## src/rtl/accum_feeder.sv

```systemverilog
// accum_feeder: a small FIFO that buffers upstream words, plus a burst
// controller that pops Len words, one per cycle, into a downstream
// accumulator and then pulses done.
module accum_feeder #(
    parameter int N     = 6,
    parameter int DEPTH = 4
) (
    input  logic         clk,
    input  logic         reset,
    input  logic         in_valid,
    output logic         in_ready,
    input  logic [N-1:0] in_data,
    input  logic         start,
    input  logic [3:0]   len,
    output logic         en,
    output logic [N-1:0] data,
    output logic         busy,
    output logic         done
);

    localparam int AW = (DEPTH > 1) ? $clog2(DEPTH) : 1;
    localparam int CW = $clog2(DEPTH + 1);

    typedef enum logic [1:0] {
        S_IDLE,
        S_FEED,
        S_DONE
    } state_t;

    state_t          state;
    state_t          state_next;

    logic [N-1:0]    mem [DEPTH];
    logic [AW-1:0]   wr_ptr;
    logic [AW-1:0]   rd_ptr;
    logic [CW-1:0]   count;
    logic [3:0]      remaining;

    logic            push;
    logic            pop;
    logic            start_burst;
    logic            start_empty;

    // Full blocks the upstream even when a pop happens on the same edge,
    // and nothing is accepted while reset is held.
    assign in_ready    = (count != CW'(DEPTH)) && !reset;
    assign push        = in_valid && in_ready;
    // Pop only what was already stored before this edge: no write-to-read bypass.
    assign pop         = (state == S_FEED) && (count != '0);
    assign start_burst = (state == S_IDLE) && start && (len != 4'd0);
    assign start_empty = (state == S_IDLE) && start && (len == 4'd0);
    assign busy        = (state == S_FEED);

    // State register.
    always_ff @(posedge clk or posedge reset) begin
        if (reset) begin
            state <= S_IDLE;
        end else begin
            // NOTE: sequential state uses non-blocking assignments so every
            // register samples the pre-edge values regardless of block order.
            state <= state_next;
        end
    end

    // Next-state logic; start is only looked at in IDLE.
    always_comb begin
        // NOTE: default first, so no path through this block leaves
        // state_next unassigned and a latch cannot be inferred.
        state_next = state;
        unique case (state)
            S_IDLE: if (start_burst)                       state_next = S_FEED;
            S_FEED: if (pop && (remaining == 4'd1))        state_next = S_DONE;
            S_DONE:                                        state_next = S_IDLE;
            default:                                       state_next = S_IDLE;
        endcase
    end

    // FIFO storage; only written on an accepted push.
    always_ff @(posedge clk) begin
        // NOTE: the array is deliberately left out of reset; the pointers and
        // counter define which entries are valid, so stale contents are harmless.
        if (push) begin
            mem[wr_ptr] <= in_data;
        end
    end

    // FIFO pointers and occupancy; push and pop are independent of the FSM
    // state, and a simultaneous push and pop leaves the count unchanged.
    always_ff @(posedge clk or posedge reset) begin
        if (reset) begin
            wr_ptr <= '0;
            rd_ptr <= '0;
            count  <= '0;
        end else begin
            if (push) begin
                wr_ptr <= wr_ptr + AW'(1);
            end
            if (pop) begin
                rd_ptr <= rd_ptr + AW'(1);
            end
            unique case ({push, pop})
                2'b10:   count <= count + CW'(1);
                2'b01:   count <= count - CW'(1);
                default: count <= count;
            endcase
        end
    end

    // Burst counter: loaded when a non-empty burst starts, counts pops down;
    // a stall in FEED leaves it untouched.
    always_ff @(posedge clk or posedge reset) begin
        if (reset) begin
            remaining <= 4'd0;
        end else if (start_burst) begin
            remaining <= len;
        end else if (pop) begin
            remaining <= remaining - 4'd1;
        end
    end

    // Registered accumulator interface. The done pulse is registered from
    // the DONE state (or from a zero-length start), so it appears in the
    // cycle after the last en pulse instead of overlapping it.
    always_ff @(posedge clk or posedge reset) begin
        if (reset) begin
            en   <= 1'b0;
            data <= '0;
            done <= 1'b0;
        end else begin
            en   <= pop;
            if (pop) begin
                data <= mem[rd_ptr];
            end
            done <= (state == S_DONE) || start_empty;
        end
    end

endmodule

```

## config.mk

```make
export PLATFORM = sky130hd
export DESIGN_NAME = accum_feeder
export DESIGN_NICKNAME = d
export VERILOG_FILES = /design/src/rtl/accum_feeder.sv
export SDC_FILE = /design/constraint.sdc
export NUM_CORES = 1
export LEC_CHECK = 0
export BUFFER_PORTS_ARGS = -buffer_cell sky130_fd_sc_hd__buf_2
export CAP_MARGIN = 20
export CELL_PAD_IN_SITES_DETAIL_PLACEMENT = 1
export CELL_PAD_IN_SITES_GLOBAL_PLACEMENT = 2
export CORE_MARGIN = 4
export CORE_UTILIZATION = 41
export DETAILED_ROUTE_END_ITERATION = 7
export PLACE_DENSITY = 0.73
export SYNTH_ARGS = -nofsm -noshare
export SYNTH_HDL_FRONTEND = slang
export SYNTH_SLANG_ARGS = --single-unit
```

## constraint.sdc

```tcl
create_clock -name clk -period 2.77 [get_ports clk]
set_clock_uncertainty 0.15 [all_clocks]
set_input_delay 0.1385 -clock clk [delete_from_list [all_inputs] [get_ports clk]]
set_output_delay 0.1385 -clock clk [all_outputs]
set_load 0.02 [all_outputs]
```

==> impl_metrics.ini, run 1 <==
[sta]
tns_ps = 0
finalCritPeriodShare_pct = 80.1
slew_headroom_pct = 43.6
period_needed_ps = 2220
hold_violations = 0
finalSetupViolCount = 0
rsz0062_at_grt = false
maxSlewViolCount = 0
worst_slew_pin_slew_ps = 845
fmax_mhz = 451

[detailed_routing]
drt-initial-drc-count = 53
drc = 0
dr.pass1.iters = 4
vias_per_cell = 4.88
ant_nets = 0
routedWlPerCell_um = 16.3
vias = 1107
drt_wl_total_um = 3700

[die]
core_um2 = 4720
fp.dieW_um = 77.7
io_pins = 24
rows = 25
start_util_pct = 42.2
die_y_um = 77.7
die_area_um2 = 6040

[cells_and_area]
fin_util_pct = 50.4
n_antenna_cell = 0
stdcell_area_um2 = 2380
area_growth_pct = 19.4
num-nets-final = 181
drive_gt1_share_pct = 28.1
n_fill_cell = 472

[clock_network]
clockBufferDepth = 2
cts_root_buf = clkbuf_8
cts_tree = done
cts_buffers = 5
h-tree-depth = 2
cts_setup_buffers = 0
clock_latency_ps = 300
clkSinkCount = 45
cts.clk_slew.worst_paths_ps = 90

[placed_design]
gp_congestion = 0.755
dp.final_hpwl_um = 2590
io_buffer_count = 23
post_dp_cell_area_um2 = 2180

[synthesis]
yosys_warnings = 0
avgSynthCellArea_um2 = 16.6
seq_area_frac_synth_pct = 62.5
syn_nets = 142
mappedNetlistArea_um2 = 1990
synth-seq-cells = 45
ys_types = 30
synthCells = 120

[power]
p_leak_nw = 0.996
peakVddDrop_mv = 0.435
p_per_area_nw_per_um2 = 1080
power_mw = 2.57

[setup_path]
startpoint_type = register
crit_start = count[0]
r2r-end = count[2]
reg2regPathDepth = 9
worst_ep_required_time_ps = 2840
reg2reg_setup_slack_ps = 550
r2r-start = count[0]
arrival_ps = 2290
cp-endpoint = count[2]
path_class = register to register
crit_path_end_kind = register
crit_path_max_fanout = 7

[grt]
grt_pass1_vias = 1292
grt_max_degree = 22
grt_pass1_wl_um = 6450
antenna_found_initial = 0
grt_overflow_total = 0
grt_usage_pct = 14.1

[min_path]
hp-class = input pin to register

[outcome]
outcome = completed

[run]
max_cap_viol_count = 0
==> layer usage <==
layer | GRT usage (%) | share of wire (%)
met1 | 16.9 | 44
met4 | 5.34 | 1.7
met3 | 3.83 | 3.5
met5 | 0 | 0
met2 | 24.1 | 51
==> worst min-delay path by stage <==
stage / start / end / slack, ps / cells after the start
after CTS: len[3] / done / 40 / 4
after floorplan: reset / count[0] / -30 / 1
after global routing: len[3] / state[0] / 50 / 4
after detailed placement: in_data[3] / mem[0][3] / 210 / 1
final: len[3] / remaining[3] / 50 / 3
after global placement: in_data[4] / mem[3][4] / 200 / 1
==> cell type report <==
| cell class | instances | area, um^2 | share of cell area [%] |
|---|---|---|---|
| repair buffers | 35 | 233 | 9.77 |
| well taps | 67 | 83.8 | 3.52 |
| clock inverters | 3 | 22.5 | 0.945 |
| multi-input cells | 61 | 687 | 28.8 |
| flip-flops and latches | 45 | 1250 | 52.3 |
| clock buffers | 5 | 68.8 | 2.89 |
| inverters | 11 | 41.3 | 1.73 |
==> cells in the final DEF, fill, tap and decap left out, drive strengths merged, types with 6 or more instances in the layout <==
cell type / instances
buf: 24
dfrtp: 21
dlygate4sd3: 11
edfxtp: 24
ha: 7
inv: 11
mux2: 7
mux4: 6
==> worst max-delay path: stages (launching register included) <==
cell and delay (ps):
dfrtp_1 460, nor2_1 260, a211oi_4 140, inv_1 80, ha_1 180, inv_1 60, fa_1 370, xor2_1 150
nor2_1 120, xor2_1 160
==> registers in the layout (all words and copies together), names as in the netlist <==
register	flops
rd_ptr	2
count	3
data	6
state	2
wr_ptr	2
en	1
done	1
remaining	4
mem	24
==> logic make-up after synthesis <==
kind of cell | synth area share, %
flip-flops | 62.5
AND/OR/NAND/NOR | 7.53
buffers and inverters | 3.07
multiplexers | 13.5
AO/OA/AOI/OAI | 4.52
XOR/XNOR | 3.51
adder cells (fa/ha/maj) | 5.40
==> power by group <==
part,internal [mW],switching (mW),leakage [nW]
combinational,0.547,0.525,0.481
sequential,0.909,0.185,0.467
clock,0.179,0.229,0.0481
==> synth_stat cells, drive strengths merged <==
library cell	instances	area, um^2
edfxtp	24	721
dfrtp	21	526
inv	11	41.3
ha	7	87.6
mux2	7	101
mux4	6	158
and2	5	31.3
nor3	5	36.3
xor2	5	43.8
a221o	4	40.0
nor2	4	22.5
buf	3	20.0
xnor2	3	26.3
a21oi	2	10.0
nand2b	2	12.5
nor3b	2	20.0
nor4	2	12.5
a211oi	1	20.0
a2bb2oi	1	15.0
fa	1	20.0
mux2i	1	10.0
nand2	1	3.75
o21ai	1	5.00
or4	1	11.3
==> repair_timing <==
item / in CTS / in global routing
hold buffers: 11 / 0
endpoints found under the hold margin: 49 / 0
gates resized for setup: 0 / 0
==> per-stage QoR <==
step / instances / hold WS [ps] / setup slack [ps]
after detailed placement: 208 / 207 / 555
final: 227 / 50.3 / 552
after global routing: 227 / 53.5 / 342
after floorplan: 120 / -35.0 / 568
after CTS: 227 / 38.9 / 535
after global placement: 208 / 197 / 665
(Power assumes the default switching activity.)
==> inputs of run 2 (changes only) <==
--- a/config.mk
+++ b/config.mk
@@ -10,9 +10,9 @@
 export CELL_PAD_IN_SITES_DETAIL_PLACEMENT = 1
 export CELL_PAD_IN_SITES_GLOBAL_PLACEMENT = 2
 export CORE_MARGIN = 4
-export CORE_UTILIZATION = 41
+export CORE_UTILIZATION = 37
 export DETAILED_ROUTE_END_ITERATION = 7
-export PLACE_DENSITY = 0.73
+export PLACE_DENSITY = 0.69
 export SYNTH_ARGS = -nofsm -noshare
 export SYNTH_HDL_FRONTEND = slang
 export SYNTH_SLANG_ARGS = --single-unit
==> constraint.sdc (replaced) <==
create_clock -name clk -period 1.91 [get_ports clk]
set_clock_uncertainty 0.15 [all_clocks]
set_input_delay 0.0955 -clock clk [delete_from_list [all_inputs] [get_ports clk]]
set_output_delay 0.0955 -clock clk [all_outputs]
set_load 0.02 [all_outputs]
==> run 2 against run 1 <==
Routed wire length rose by 6.3%. Critical path type unchanged. Clock power rose by 40%. Register-to-register slack got worse by 520 ps. First-iteration DRC count fell by 34%. Count of clock-buffer cells in the layout rose by 2. Sequential cell count did not move. Total power rose by 53%. Worst setup slack got worse by 520 ps. Non-clock buffer count rose by 10.
==> impl_metrics.ini, run 2 (synthesis results as in run 1) <==
[detailed_routing]
drt-initial-drc-count = 35
drc = 0
dr.pass1.iters = 4
routedWlPerCell_um = 16.4
drt_wl_total_um = 3930
vias = 1153
ant_nets = 0
vias_per_cell = 4.80

[clock_network]
h-tree-depth = 2
cts_tree = done
clkSinkCount = 45
cts.clk_slew.worst_paths_ps = 80
clockBufferDepth = 2
clock_latency_ps = 290
cts_root_buf = clkbuf_8
cts_buffers = 5

[sta]
finalCritPeriodShare_pct = 98.2
period_needed_ps = 1880
hold_violations = 0
worst_slew_pin_slew_ps = 442
maxSlewViolCount = 0
hold_slack_ps = 15.7
fin_ws_ps = 34.3
finalSetupViolCount = 0
rsz0062_at_grt = true
fmax_mhz = 533
slew_headroom_pct = 70.6

[die]
start_util_pct = 38.6
die_y_um = 81.4
rows = 26
die_area_um2 = 6630
core_um2 = 5170
fp.dieW_um = 81.4
io_pins = 24

[power]
seq_power_share_pct = 40.2
peakVddDrop_mv = 0.671
p_sw_mw = 1.41
p_comb_share_pct = 45.3
switching_share_pct = 35.8
p_leak_nw = 1.04
power_mw = 3.95
power.internal_mw = 2.54
p_clk_share_pct = 14.5
p_per_area_nw_per_um2 = 1580

[placed_design]
gp_congestion = 0.779
io_buffer_count = 23
dp.final_hpwl_um = 2740
post-place-ws_ps = -69.9

[min_path]
hp-class = input pin to register

[cells_and_area]
area_growth_pct = 25.0
fin_util_pct = 48.2
n_antenna_cell = 0
largestRegisters = mem (24), data (6), remaining (4)
top_register = mem
num-nets-final = 191
final_common_cell = edfxtp_1
final_cell_mix = edfxtp_1 (24), buf_2 (23), dfrtp_1 (20)
drive_gt1_share_pct = 35.3
largest_register_ffs = 24

[grt]
antenna_found_initial = 0
grt_overflow_total = 0
grt_pass1_vias = 1310
grt_usage_pct = 13.5
grt_max_degree = 20
grt_pass1_wl_um = 6560

[setup_path]
crit_chain = nand2b_4 -> nor2_4 -> ha_4 -> inv_2 -> fa_2 -> xor2_1 -> nor2_1 -> xor2_1
worst_ep_required_time_ps = 1970
crit_slowest_cell = dfrtp_1
startpoint_type = register
path_class = register to register
path_buf_inv = 1
cp_common_cell = xor2_1
arrival_ps = 1940
crit_path_max_incr_delay_ps = 410
crit_family = adder cells
crit_path_max_fanout = 3
crit_path_end_kind = register

[run]
max_cap_viol_count = 0

[outcome]
outcome = completed
## run 2: cell count changes in the layout (fill, tap and decap cells not counted), sizes merged
cell / delta
clkbuf: +2
buf: +10
clkinv: -3
clkinvlp: +1
## run 2: routing by layer
metal | GRT usage [%] | share of wire [%] | vias up
li1 | - | - | 539
met1 | 16.5 | 44 | 593
met2 | 23.5 | 52 | 17
met3 | 2.96 | 3.1 | 4
met4 | 4.56 | 1.0 | 0
met5 | 0 | 0 | -
## run 2: cell type report
cell class / count / area [um^2]
Sequential cell: 45 / 1250
Clock buffer: 7 / 76.3
Timing Repair Buffer: 45 / 315
Clock inverter: 1 / 7.51
Tap cell: 70 / 87.6
Fill cell: 521 / 2680
Inverter: 11 / 41.3
Multi-Input combinational cell: 61 / 717
## run 2: path summary, 6_finish.rpt
check	startpoint	endpoint	slack, ps	depth (start not counted)
worst min-delay path	len[3]	state[0]	20	4
worst min register to register	data[4]	data[4]	370	1
min in group asynchronous	reset	wr_ptr[0]	90	3
max in group asynchronous	reset	count[2]	1020	4
worst max-delay path	state[1]	count[2]	30	8
worst max register to register	state[1]	count[2]	30	8
## run 2: power by group through the flow
stage / Combinational [mW] / Sequential [mW] / Clock, mW
3_3_place_gp: 1.66 / 1.57 / 0
6_report: 1.79 / 1.59 / 0.572
3_5_place_dp: 1.74 / 1.60 / 0
2_1_floorplan: 1.23 / 1.60 / 0
5_1_grt: 1.95 / 1.64 / 0.633
4_1_cts: 1.79 / 1.59 / 0.592
## run 2: metrics by stage
stage / instances / area [um^2] / setup TNS [ps]
4_1_cts: 238 / 2470 / 0
5_1_grt: 240 / 2490 / -135
3_3_place_gp: 219 / 2270 / 0
3_5_place_dp: 219 / 2270 / -69.9
6_report: 240 / 2490 / 0
2_1_floorplan: 120 / 2020 / -218
## run 2: tightest hold or removal path, stage by stage
cell and delay (ps):
buf_2 100, or4_4 130, nand2_1 40, o21ai_0 60
## run 2: repair_timing
item / in CTS / in global routing
buffers inserted: 0 / 2
cloned: 0 / 0
resized for setup: 3 / 3
hold buffers: 11 / 0
pin swaps: 1 / 2
endpoints found under the setup margin: 1 / 2
endpoints found under the hold margin: 49 / 0
